File: src/rtl/irom_arb_pkg.sv
// Shared types and constants for the instruction-ROM fetch arbiter.
package irom_arb_pkg;

   localparam int ADDR_W_DEF = 10;
   localparam int DATA_W_DEF = 32;

   localparam int STARVE_MIN = 1;
   localparam int STARVE_LIM = 15;
   localparam int STARVE_W   = 4;

   typedef enum logic [1:0] {
      IDLE,
      FETCH,
      DRAIN
   } arb_state_t;

   function automatic int starve_clamp(input int v);
      if (v < STARVE_MIN) return STARVE_MIN;
      if (v > STARVE_LIM) return STARVE_LIM;
      return v;
   endfunction

endpackage

File: src/rtl/irom_arb_fifo2.sv
// Two-entry synchronous FIFO carrying debug burst words.
module irom_arb_fifo2
   import irom_arb_pkg::*;
#(
   parameter int W = DATA_W_DEF
) (
   input  logic         clk,
   input  logic         rst,
   input  logic         push,
   input  logic         pop,
   input  logic [W-1:0] wdata,
   output logic [W-1:0] rdata,
   output logic [1:0]   count
);

   logic [W-1:0] mem [2];
   logic         rd_ptr;
   logic         wr_ptr;
   logic         do_push;
   logic         do_pop;

   assign do_pop  = pop & (count != 2'd0);
   assign do_push = push & ((count != 2'd2) | do_pop);
   assign rdata   = mem[rd_ptr];

   always_ff @(posedge clk) begin
      if (rst) begin
         mem[0] <= '0;
         mem[1] <= '0;
         rd_ptr <= 1'b0;
         wr_ptr <= 1'b0;
         count  <= 2'd0;
      end else begin
         if (do_push) begin
            mem[wr_ptr] <= wdata;
            wr_ptr      <= ~wr_ptr;
         end
         if (do_pop) rd_ptr <= ~rd_ptr;
         unique case ({do_push, do_pop})
            2'b10:   count <= count + 2'd1;
            2'b01:   count <= count - 2'd1;
            default: count <= count;
         endcase
      end
   end

endmodule

File: src/rtl/irom_fetch_arbiter.sv
// Shares one combinational instruction ROM between CPU fetch (priority)
// and a starvation-protected debug burst reader with a 2-deep output buffer.
module irom_fetch_arbiter
   import irom_arb_pkg::*;
#(
   parameter int ADDR_W     = ADDR_W_DEF,
   parameter int DATA_W     = DATA_W_DEF,
   parameter int STARVE_MAX = 4
) (
   input  logic              clk,
   input  logic              rst,
   input  logic              cpu_req,
   input  logic [ADDR_W-1:0] cpu_addr,
   output logic              cpu_stall,
   output logic [DATA_W-1:0] cpu_data,
   output logic              cpu_valid,
   input  logic              dbg_start,
   input  logic [ADDR_W-1:0] dbg_base,
   input  logic [ADDR_W:0]   dbg_len,
   output logic [DATA_W-1:0] dbg_data,
   output logic              dbg_valid,
   input  logic              dbg_ready,
   output logic              dbg_busy,
   output logic              dbg_done,
   output logic [ADDR_W-1:0] rom_addr,
   input  logic [DATA_W-1:0] rom_data
);

   localparam logic [STARVE_W-1:0] STARVE_TOP =
      STARVE_W'(starve_clamp(STARVE_MAX));
   localparam logic [ADDR_W:0]     REM_ONE = (ADDR_W+1)'(1);
   localparam logic [ADDR_W-1:0]   PTR_ONE = ADDR_W'(1);

   arb_state_t          state_q;
   arb_state_t          state_d;
   logic [ADDR_W-1:0]   dbg_ptr;
   logic [ADDR_W:0]     remaining;
   logic [STARVE_W-1:0] starve_cnt;
   logic [1:0]          count;
   logic                zero_done;
   logic                zero_start;
   logic                drain_done;
   logic                load;
   logic                pop;
   logic                dbg_want;
   logic                dbg_grant;
   logic                cpu_grant;

   assign dbg_valid = (count != 2'd0);
   assign pop       = dbg_valid & dbg_ready;

   // A full buffer may still take a word if it is draining this cycle.
   assign dbg_want  = (state_q == FETCH) & (remaining != '0)
                    & ((count != 2'd2) | pop);
   assign dbg_grant = dbg_want & (~cpu_req | (starve_cnt == STARVE_TOP));
   assign cpu_grant = cpu_req & ~dbg_grant;
   assign cpu_stall = cpu_req & ~cpu_grant;
   assign rom_addr  = dbg_grant ? dbg_ptr : cpu_addr;
   assign dbg_busy  = (state_q != IDLE);
   assign dbg_done  = drain_done | zero_done;

   irom_arb_fifo2 #(
      .W (DATA_W)
   ) u_fifo (
      .clk   (clk),
      .rst   (rst),
      .push  (dbg_grant),
      .pop   (pop),
      .wdata (rom_data),
      .rdata (dbg_data),
      .count (count)
   );

   always_comb begin
      state_d    = state_q;
      load       = 1'b0;
      zero_start = 1'b0;
      drain_done = 1'b0;
      unique case (state_q)
         IDLE: begin
            if (dbg_start) begin
               if (dbg_len != '0) begin
                  load    = 1'b1;
                  state_d = FETCH;
               end else begin
                  zero_start = 1'b1;
               end
            end
         end
         FETCH: begin
            if (dbg_grant && remaining == REM_ONE) state_d = DRAIN;
         end
         DRAIN: begin
            if (count == 2'd0) begin
               drain_done = 1'b1;
               state_d    = IDLE;
            end
         end
         default: state_d = IDLE;
      endcase
   end

   always_ff @(posedge clk) begin
      if (rst) begin
         state_q    <= IDLE;
         starve_cnt <= '0;
         zero_done  <= 1'b0;
         cpu_valid  <= 1'b0;
         cpu_data   <= '0;
         dbg_ptr    <= '0;
         remaining  <= '0;
      end else begin
         state_q   <= state_d;
         zero_done <= zero_start;
         cpu_valid <= cpu_grant;
         if (cpu_grant) cpu_data <= rom_data;
         if (load) begin
            dbg_ptr   <= dbg_base;
            remaining <= dbg_len;
         end else if (dbg_grant) begin
            dbg_ptr   <= dbg_ptr + PTR_ONE;
            remaining <= remaining - REM_ONE;
         end
         if (dbg_grant)
            starve_cnt <= '0;
         else if (dbg_want && cpu_grant)
            starve_cnt <= starve_cnt + STARVE_W'(1);
      end
   end

endmodule

File: config.mk
export PLATFORM = sky130hd
export DESIGN_NAME = irom_fetch_arbiter
export DESIGN_NICKNAME = d
export VERILOG_FILES = /design/src/rtl/irom_arb_pkg.sv /design/src/rtl/irom_arb_fifo2.sv /design/src/rtl/irom_fetch_arbiter.sv
export SDC_FILE = /design/constraint.sdc
export NUM_CORES = 1
export LEC_CHECK = 0
export ABC_AREA = 1
export BUFFER_PORTS_ARGS = -buffer_cell sky130_fd_sc_hd__clkbuf_2
export CORE_ASPECT_RATIO = 0.5
export CORE_UTILIZATION = 40
export CTS_BUF_LIST = sky130_fd_sc_hd__clkbuf_16
export CTS_CLUSTER_DIAMETER = 60
export CTS_CLUSTER_SIZE = 8
export DETAILED_ROUTE_END_ITERATION = 10
export SYNTH_ARGS = -nofsm -noshare
export SYNTH_HDL_FRONTEND = slang
export SYNTH_HIERARCHICAL = 1
export SYNTH_SLANG_ARGS = --single-unit
File: constraint.sdc
create_clock -name clk -period 3.5 [get_ports clk]
set_clock_uncertainty 0.05 [all_clocks]
set_input_delay 0.175 -clock clk [delete_from_list [all_inputs] [get_ports clk]]
set_output_delay 0.175 -clock clk [all_outputs]
set_load 0.005 [all_outputs]
# After elaboration in Yosys (flattened, before gate mapping)
# Memories as Yosys holds them, arrays and structs flattened. A register that Yosys moved wholly into a read port is not among the register bits.
# Cells that the tools add are included.
# word_totals
reg_bits,65
ram_bits,64
inputBits,68
output_inout_bits,79
word_cells,87
n_memories,1
# memory_table
memory,depth,word_bits,read_ports,rd_ports_with_merged_regs,write_ports,line,source
u_fifo.mem,2,32,1,1,2,irom_arb_fifo2.sv:16,logic [W-1:0] mem [2];
# classes
addsub,5
n_eq_ne,11
n_mux,27
n_bitwise,19
n_reduce_logical,14
# ops
cell,count
$mux W32,1
$reduce_or A32 Y1,1
$mux W10,3
$mux W11,2
$reduce_bool A11 Y1,2
$mux W1,15
$eq A11 B1 Y1 const B,1
$sub A11 B1 Y11 const B,1
$add A10 B1 Y10 const B,1
$and A1 B1 Y1,8
$mux W2,4
$ne A2 B2 Y1 const B,4
$reduce_bool A2 Y1,4
$not A1 Y1,7
$pmux W2 S3,1
$add A4 B1 Y4 const B,1
$eq A2 B1 Y1 const B,2
$eq A2 B2 Y1 const B,2
$eq A4 B3 Y1 const B,1
$logic_not A2 Y1,2
$or A1 B1 Y1,4
$pmux W2 S2,1
$reduce_and A4 Y1,1
$reduce_or A3 Y1,1
5 further kinds,6

# Logic depth before layout (Yosys ltp)
# Gate-level depths: netlist (run 1).
# depth
depth_word,11
mapped_depth,14
ltp_nobuf,14

# By module
# Netlist (run 1), hierarchy kept.
# modules_own_cells
mod,instances,cells_each,area_per_inst_um2,seq_area_each_um2
irom_fetch_arbiter,1,483,3219.3,1221.2
irom_arb_fifo2,1,240,3124.2,2021.9

# Worst setup path after synthesis (run 1)
# OpenSTA, ideal clock, no wires.
# synth_path
path_type,reg-to-reg
start,register starve_cnt[0]
end,memory u_fifo/mem[0][0] in the netlist's numbering (enable)
setup_ns,0.389
arrival_time_ns,2.316
t_required_ns,3.061
path_slack_ns,0.745
stages_incl_launch_ff,10
n_path_buf,1
period_less_slack_ns,2.755
cell_sequence,dfxtp_1 -> inv_1 -> ha_1 -> nand3_1 -> nand2_1 -> inv_1 -> nor2_2 -> nand4_4 -> buf_6 -> nand2_1
# synth_lines
item,line,source
from (decl),irom_fetch_arbiter.sv:38,logic [STARVE_W-1:0] starve_cnt;
from (signal assigned),irom_fetch_arbiter.sv:127,starve_cnt <= starve_cnt + STARVE_W'(1);
to (decl),irom_arb_fifo2.sv:16,

==> out/metrics.cfg, run 1 <==
[power_and_ir_drop]
leakage_nw = 3.69
ir_drop_mv = 0.346
p_per_area_mw_per_mm2 = 517
finalPower_mw = 4.09

[floorplanning]
io_pins = 147
fp.dieH_microns = 91.1
die-area_sq_mm = 0.0164
core_sq_mm = 0.0155
num_rows = 32
initial_core_util = 0.410
die_x_microns = 180

[drt]
drtAntennaViolNets = 0
vias = 5159
avgRoutedWirePerCell_microns = 13.3
drt_first_pass_iters = 4
via_per_inst = 4.68
drtIter0Drc = 276
drc = 0
wirelength_microns = 14700

[placement]
portBuffers = 146
hpwl_microns = 9850
place_congestion = 0.808

[worst_hold_path]
hp-start = rom_data[2]
min_to = cpu_data[2]$_SDFFE_PP0P_
hp-class = in2reg
hold-path-cell-count = 3

[clock_network]
cts-hold-fix-buffers = 22
cts.sinks = 130
cts-resized-gates = 0
clkSlewWorstSetupHoldPaths_ps = 60
cts-root-buf = clkbuf_16
clock_latency_ps = 410
cts_buffer_depth = 2
cts_setup_buffers = 0
cts_tree = yes
numCtsBuffers = 17
ctsHtreeMaxLevel = 4

[logic_synthesis]
ys_warn_count = 6
ys_seq_area_frac = 0.511
syn_inst = 723
netlist_area_sq_mm = 0.00634
synth_nets = 798
yosysUniqueCellTypes = 39
synth_seq_cells = 130
avgSynthCellArea_sq_um = 8.77

[worst_setup_path]
r2r_cells = 9
r2r_slack_ps = 880
required_ps = 3490
arrival_ps = 2610
critPathKind = reg2reg
worstSetupEndpointType = flip-flop
cp_max_fo = 32
r2r-start = starve_cnt[0]$_SDFFE_PP0P_
start_kind = flip-flop
regToRegEndpoint = u_fifo/mem[0][30]$_SDFFCE_PN0P_

[timing]
finalCriticalPeriod_ps = 2620
rsz0062_at_grt = no
fin_crit_sh = 0.747
max_slew_margin = 0.438
finalSetupViolCount = 0
finalSetupTns_ps = 0
hold_violations = 0
fmax_mhz = 382
worstMarginPinSlew_ps = 843
slew_violations = 0
hold_slack_ps = 7.64

[run_status]
status = finished, final reports clean

[final_layout]
antenna_cells = 0
drive_above_1_share = 0.294
layout.nets = 961
syn_to_final_growth_pct = 24.8

[grt]
antenna_found_initial = 0
gr-total-overflow = 0
grtUsageMet2 = 0.317
grt_start_max_net_pins = 40
top_usage_layer = met2
track_usage = 0.185
grt_pass1_vias = 4961
grt_util_met3 = 0.0389
gr-usage-met1 = 0.240
grt_pass1_wl_microns = 24200

[flow_run]
drv_cap = 0

## layout by cell type (no fill, tap or decap), drive strengths merged, types with 8 or more instances in the layout
cell,n
a21oi,18
clkbuf,163
clkinv,9
dfxtp,66
dlygate4sd3,22
edfxtp,64
inv,80
mux2,32
nand2,110
nand3,48
nor2,191
o21ai,53
xor2,8
## cell families (layout without fill, tap and decap cells)
| kind of cell | Yosys count | in the layout | share of synthesized area |
|---|---|---|---|
| buffers and inverters | 109 | 285 | 0.0874 |
| xor gates and xnor gates | 9 | 9 | 0.0124 |
| adders and majority gates | 7 | 7 | 0.0138 |
| DFF | 130 | 130 | 0.511 |
| and+or+nand+nor | 363 | 363 | 0.259 |
| muxes | 32 | 32 | 0.0568 |
| AOI/OAI and AO/OA | 73 | 73 | 0.0592 |
## worst max-delay path, stage by stage (launching register included)
cell     delay, ps
dfxtp_1        340
inv_1           90
ha_1           150
nand3_1         90
nand2_1        180
inv_1          140
nor2_2         560
nand4_4        150
nand2_1         90
buf_4          400
## how the worst max path moves through the flow
stage / cells past startpoint / slack [ps] / startpoint / end
2_1_floorplan: 9 / 740 / starve_cnt[0]$_SDFFE_PP0P_ / u_fifo/mem[0][0]$_SDFFCE_PN0P_
6_report: 9 / 880 / starve_cnt[0]$_SDFFE_PP0P_ / u_fifo/mem[0][30]$_SDFFCE_PN0P_
3_3_place_gp: 10 / 1020 / remaining[0]$_SDFFE_PP0P_ / u_fifo/mem[1][21]$_SDFFCE_PN0P_
3_5_place_dp: 9 / 900 / starve_cnt[0]$_SDFFE_PP0P_ / u_fifo/mem[1][19]$_SDFFCE_PN0P_
5_1_grt: 9 / 720 / starve_cnt[0]$_SDFFE_PP0P_ / u_fifo/mem[1][7]$_SDFFCE_PN0P_
4_1_cts: 9 / 890 / starve_cnt[0]$_SDFFE_PP0P_ / u_fifo/mem[1][7]$_SDFFCE_PN0P_
## cell type report
| class | instances | area, sq um |
|---|---|---|
| fill | 1479 | 7540 |
| sequential | 130 | 3240 |
| multi-input combinational | 484 | 2550 |
| timing repair buffer | 175 | 1000 |
| clock buffer | 17 | 425 |
| inverter | 78 | 294 |
| tap | 204 | 255 |
| clock inverter | 15 | 145 |
## routing by layer
metal  wire (microns)  vias to the layer above  share of wire
li1                 -                     2656              -
met1             6990                     2381           0.48
met2             7040                      112           0.48
met3              559                       10          0.038
met4               96                        0         0.0065
met5                0                        -              0
## where the power goes
group          switching [mW]  total, mW  leakage [nW]  internal (mW)
combinational           0.372      0.620          2.20          0.248
clock                   0.660       1.70         0.283           1.04
sequential             0.0625       1.77          1.21           1.70
## metrics by stage
step,worst slack [ps],cell area (sq um),instances,util
6_report,884,7910,1103,0.512
2_1_floorplan,745,6340,723,-
3_5_place_dp,902,7120,1049,0.461
3_3_place_gp,1020,7120,1049,0.461
4_1_cts,892,7910,1103,0.512
5_1_grt,715,7910,1103,0.512
## flip-flops by register name, summed over array words and instances, names as in the netlist, named ones only
| signal | flops |
|---|---|
| u_fifo/count | 2 |
| u_fifo/mem | 64 |
| state_q | 2 |
| starve_cnt | 4 |
| remaining | 11 |
| zero_done | 1 |
| cpu_valid | 1 |
| u_fifo/wr_ptr | 1 |
| cpu_data | 32 |
| dbg_ptr | 10 |
| u_fifo/rd_ptr | 1 |
## Yosys cell counts, drive strengths merged
library cell | instances | area (sq um)
nor2 | 191 | 836
nand2 | 110 | 425
inv | 77 | 289
dfxtp | 66 | 1320
edfxtp | 64 | 1920
o21ai | 53 | 265
nand3 | 48 | 270
mux2 | 32 | 360
buf | 24 | 231
a21oi | 18 | 93.8
xor2 | 8 | 70.1
clkbuf | 7 | 28.8
ha | 7 | 87.6
nor3 | 7 | 35.0
nand4 | 4 | 55.1
a21boi | 1 | 7.51
a31o | 1 | 8.76
clkinv | 1 | 5.00
nand3b | 1 | 7.51
nor4 | 1 | 6.26
or2 | 1 | 8.76
xnor2 | 1 | 8.76
(Power assumes the default switching activity.)
==> run 2: changes to the inputs <==
- ABC_AREA: 1 -> 0
- PLACE_DENSITY: not set -> 0.65
- clock period: 3.5 -> 2.2 ns (I/O delays scaled with it)
==> out/metrics.cfg, run 2 <==
[run_status]
status = finished, final reports clean

[logic_synthesis]
synthTopCellsByArea = edfxtp_1 (32%), dfxtp_1 (22%), mux2_2 (5.8%), mux2i_1 (5.5%), and2_4 (4.3%)
synth-edff-count = 64  ; unchanged
netlist_area_sq_mm = 0.00604  ; -4.8%
avgSynthCellArea_sq_um = 11.4  ; +30%
synthTopCellsByCount = dfxtp_1 (66), edfxtp_1 (64), nor2_1 (58)
synth.most_common_cell = dfxtp_1
synth_top_area_cell = edfxtp_1
yosysUniqueCellTypes = 62  ; +59%
syn_inst = 528  ; -27%
ys_warn_count = 6  ; unchanged
synth_nets = 603  ; -24%
synth_seq_cells = 130  ; unchanged
synthFlopType = dfxtp_1
netlist.area_leader.share = 0.318  ; +0.0151
ys_seq_area_frac = 0.537  ; +0.0255
async_flop_share = 0  ; unchanged

[worst_setup_path]
max_stage_delay_ps = 340  ; -220 ps
path_cells = inv_2, ha_4, nand3b_4, a221oi_4, nand2_4, inv_8, nand2b_4, ha_4, xnor2_2, or3_1, a21oi_2
critPathTopFamily = simple AND/OR/NAND/NOR gates
start_kind = flip-flop
crit_buf_inv = 2  ; -1
arrival_ps = 2430  ; -180 ps
cp_max_fo = 6  ; -81%
crit_top_cell = ha_4
worstSetupEndpointType = flip-flop
critical-path-slowest-cell = a221oi_4
critPathKind = reg2reg
required_ps = 2490  ; -1000 ps

[final_layout]
fin_cells = 962  ; -13%
layout.nets = 826  ; -14%
layout_commonest_cell = clkbuf_2
final_area_sq_mm = 0.00842  ; +6.5%
final_cell_mix = clkbuf_2 (145), edfxtp_1 (64), dfxtp_1 (63), nor2_1 (57), dlygate4sd3_1 (53)
largest_reg_flops = 64  ; unchanged
fill_cells = 1228  ; -17%
drive_above_1_share = 0.394  ; +0.100
regMostFlops = u_fifo/mem
top_regs = u_fifo/mem x64, cpu_data x32, remaining x11
syn_to_final_growth_pct = 39.4
antenna_cells = 0  ; unchanged

[timing]
worstMarginPinSlew_ps = 513  ; -330 ps
slew_violations = 0  ; unchanged
fin_crit_sh = 0.971  ; +0.224
fmax_mhz = 468  ; +22%
finalCriticalPeriod_ps = 2140  ; -479 ps
rsz0062_at_grt = yes
hold_slack_ps = 50.0  ; +42.3 ps
finalSetupViolCount = 0  ; unchanged
max_slew_margin = 0.658  ; +0.220
hold_violations = 0  ; unchanged
setup_slack_ps = 63.6  ; -821 ps

[worst_hold_path]
hp-class = in2reg

[power_and_ir_drop]
p_per_area_mw_per_mm2 = 770  ; +49%
leakage_nw = 3.66  ; -0.79%
finalPower_mw = 6.49  ; +59%
ir_drop_mv = 0.511  ; +48%

[clock_network]
ctsHtreeMaxLevel = 4  ; unchanged
cts-root-buf = clkbuf_16
cts.sinks = 130  ; unchanged
clkSlewWorstSetupHoldPaths_ps = 60  ; about the same
numCtsBuffers = 17  ; unchanged
clock_latency_ps = 410  ; about the same
cts_buffer_depth = 2  ; unchanged
cts_tree = yes

[floorplanning]
die-area_sq_mm = 0.0156  ; -4.7%
die_x_microns = 176  ; -2.4%
initial_core_util = 0.413  ; +0.00273
fp.dieH_microns = 88.9  ; -2.4%
num_rows = 31  ; -3.1%
core_sq_mm = 0.0146  ; -5.4%
io_pins = 147  ; unchanged

[placement]
place_congestion = 0.798  ; -1.2%
hpwl_microns = 9370  ; -4.9%
placedCellCount = 869  ; -17%
place_area_sq_mm = 0.00715  ; +0.35%
portBuffers = 146  ; unchanged
dp_slack_ps = 69.5  ; -833 ps

[drt]
drtIter0Drc = 181  ; -34%
vias = 4758  ; -7.8%
avgRoutedWirePerCell_microns = 15.1  ; +13%
drt_first_pass_iters = 6  ; +2
drtAntennaViolNets = 0  ; unchanged
wirelength_microns = 14500  ; -1.4%
drc = 0  ; unchanged
via_per_inst = 4.95  ; +5.7%

[grt]
grt_util_met3 = 0.0404  ; +0.00148
grt_pass1_vias = 4641  ; -6.5%
gr-usage-met1 = 0.232  ; -0.00775
track_usage = 0.189  ; +0.00397
top_usage_layer = met2
grtUsageMet2 = 0.339  ; +0.0221
gr-total-overflow = 0  ; unchanged
grt_pass1_wl_microns = 22900  ; -5.3%
antenna_found_initial = 0  ; unchanged
grt_start_max_net_pins = 46  ; +15%

[flow_run]
drv_cap = 0  ; unchanged

-- run 2: logic make-up after synthesis --
| logic type | count (synthesis) | share of synthesized area |
|---|---|---|
| AND/OR/NAND/NOR | 218 | 0.209 |
| buffers and inverters | 37 | 0.0333 |
| multiplexers | 65 | 0.114 |
| flip-flops | 130 | 0.537 |
| adder cells (fa/ha/maj) | 7 | 0.0145 |
| XOR/XNOR | 11 | 0.0159 |
| AO/OA/AOI/OAI | 60 | 0.0764 |
-- run 2: path summary, 6_finish.rpt --
check / end / cells after the start / from / slack [ps]
worst min register to register: cpu_data[0]$_SDFFE_PP0P_ / 2 / cpu_data[0]$_SDFFE_PP0P_ / 440
worst min-delay path: zero_done$_SDFF_PP0_ / 3 / dbg_start / 50
worst max register to register: u_fifo/count[1]$_SDFFE_PP0P_ / 11 / starve_cnt[1]$_SDFFE_PP0P_ / 60
worst max-delay path: u_fifo/count[1]$_SDFFE_PP0P_ / 11 / starve_cnt[1]$_SDFFE_PP0P_ / 60
-- run 2: power breakdown --
group          internal (mW)  leakage, nW  total, mW  switching (mW)
clock network           1.59        0.274       2.75            1.16
registers               2.70         1.21       2.79          0.0908
logic                  0.489         2.17      0.959           0.470
-- run 2: per-stage QoR --
| stage | setup TNS [ps] | utilization |
|---|---|---|
| after CTS | 0 | 0.565 |
| after detailed placement | 0 | 0.489 |
| after global placement | 0 | 0.489 |
| after floorplan | -20350 | - |
| final | 0 | 0.576 |
| after global routing | -20.2 | 0.576 |
-- run 2: metal layers --
layer / up-vias / wire length, microns
li1: 2329 / -
met3: 10 / 600
met4: 0 / 99
met5: - / 0
met2: 116 / 7180
met1: 2303 / 6610
-- run 2: worst reg2reg max path: cells and delay by family (launching register included) --
| family | cells | cell delay (ps) |
|---|---|---|
| flip-flops | 1 | 330 |
| AO/OA/AOI/OAI | 2 | 470 |
| buffers and inverters | 2 | 180 |
| XOR/XNOR | 1 | 130 |
| adder cells (fa/ha/maj) | 2 | 300 |
| AND/OR/NAND/NOR | 4 | 610 |
-- run 2: repair_timing --
| item | in CTS | in global routing |
|---|---|---|
| endpoints found under the hold margin | 116 | 0 |
| pin swaps | 0 | 3 |
| hold buffers | 53 | 0 |
| gates cloned | 0 | 2 |
| buffers inserted | 0 | 6 |
| gates resized for setup | 3 | 19 |
| setup endpoints to repair | 10 | 67 |
-- run 2: layout make-up --
cell class	instances	area, sq um	area share
inverter	11	48.8	0.00579
sequential	130	3250	0.385
tap	198	248	0.0294
multi-input combinational	361	2670	0.317
clock buffer	17	425	0.0505
timing repair buffer	230	1640	0.194
clock inverter	15	148	0.0175
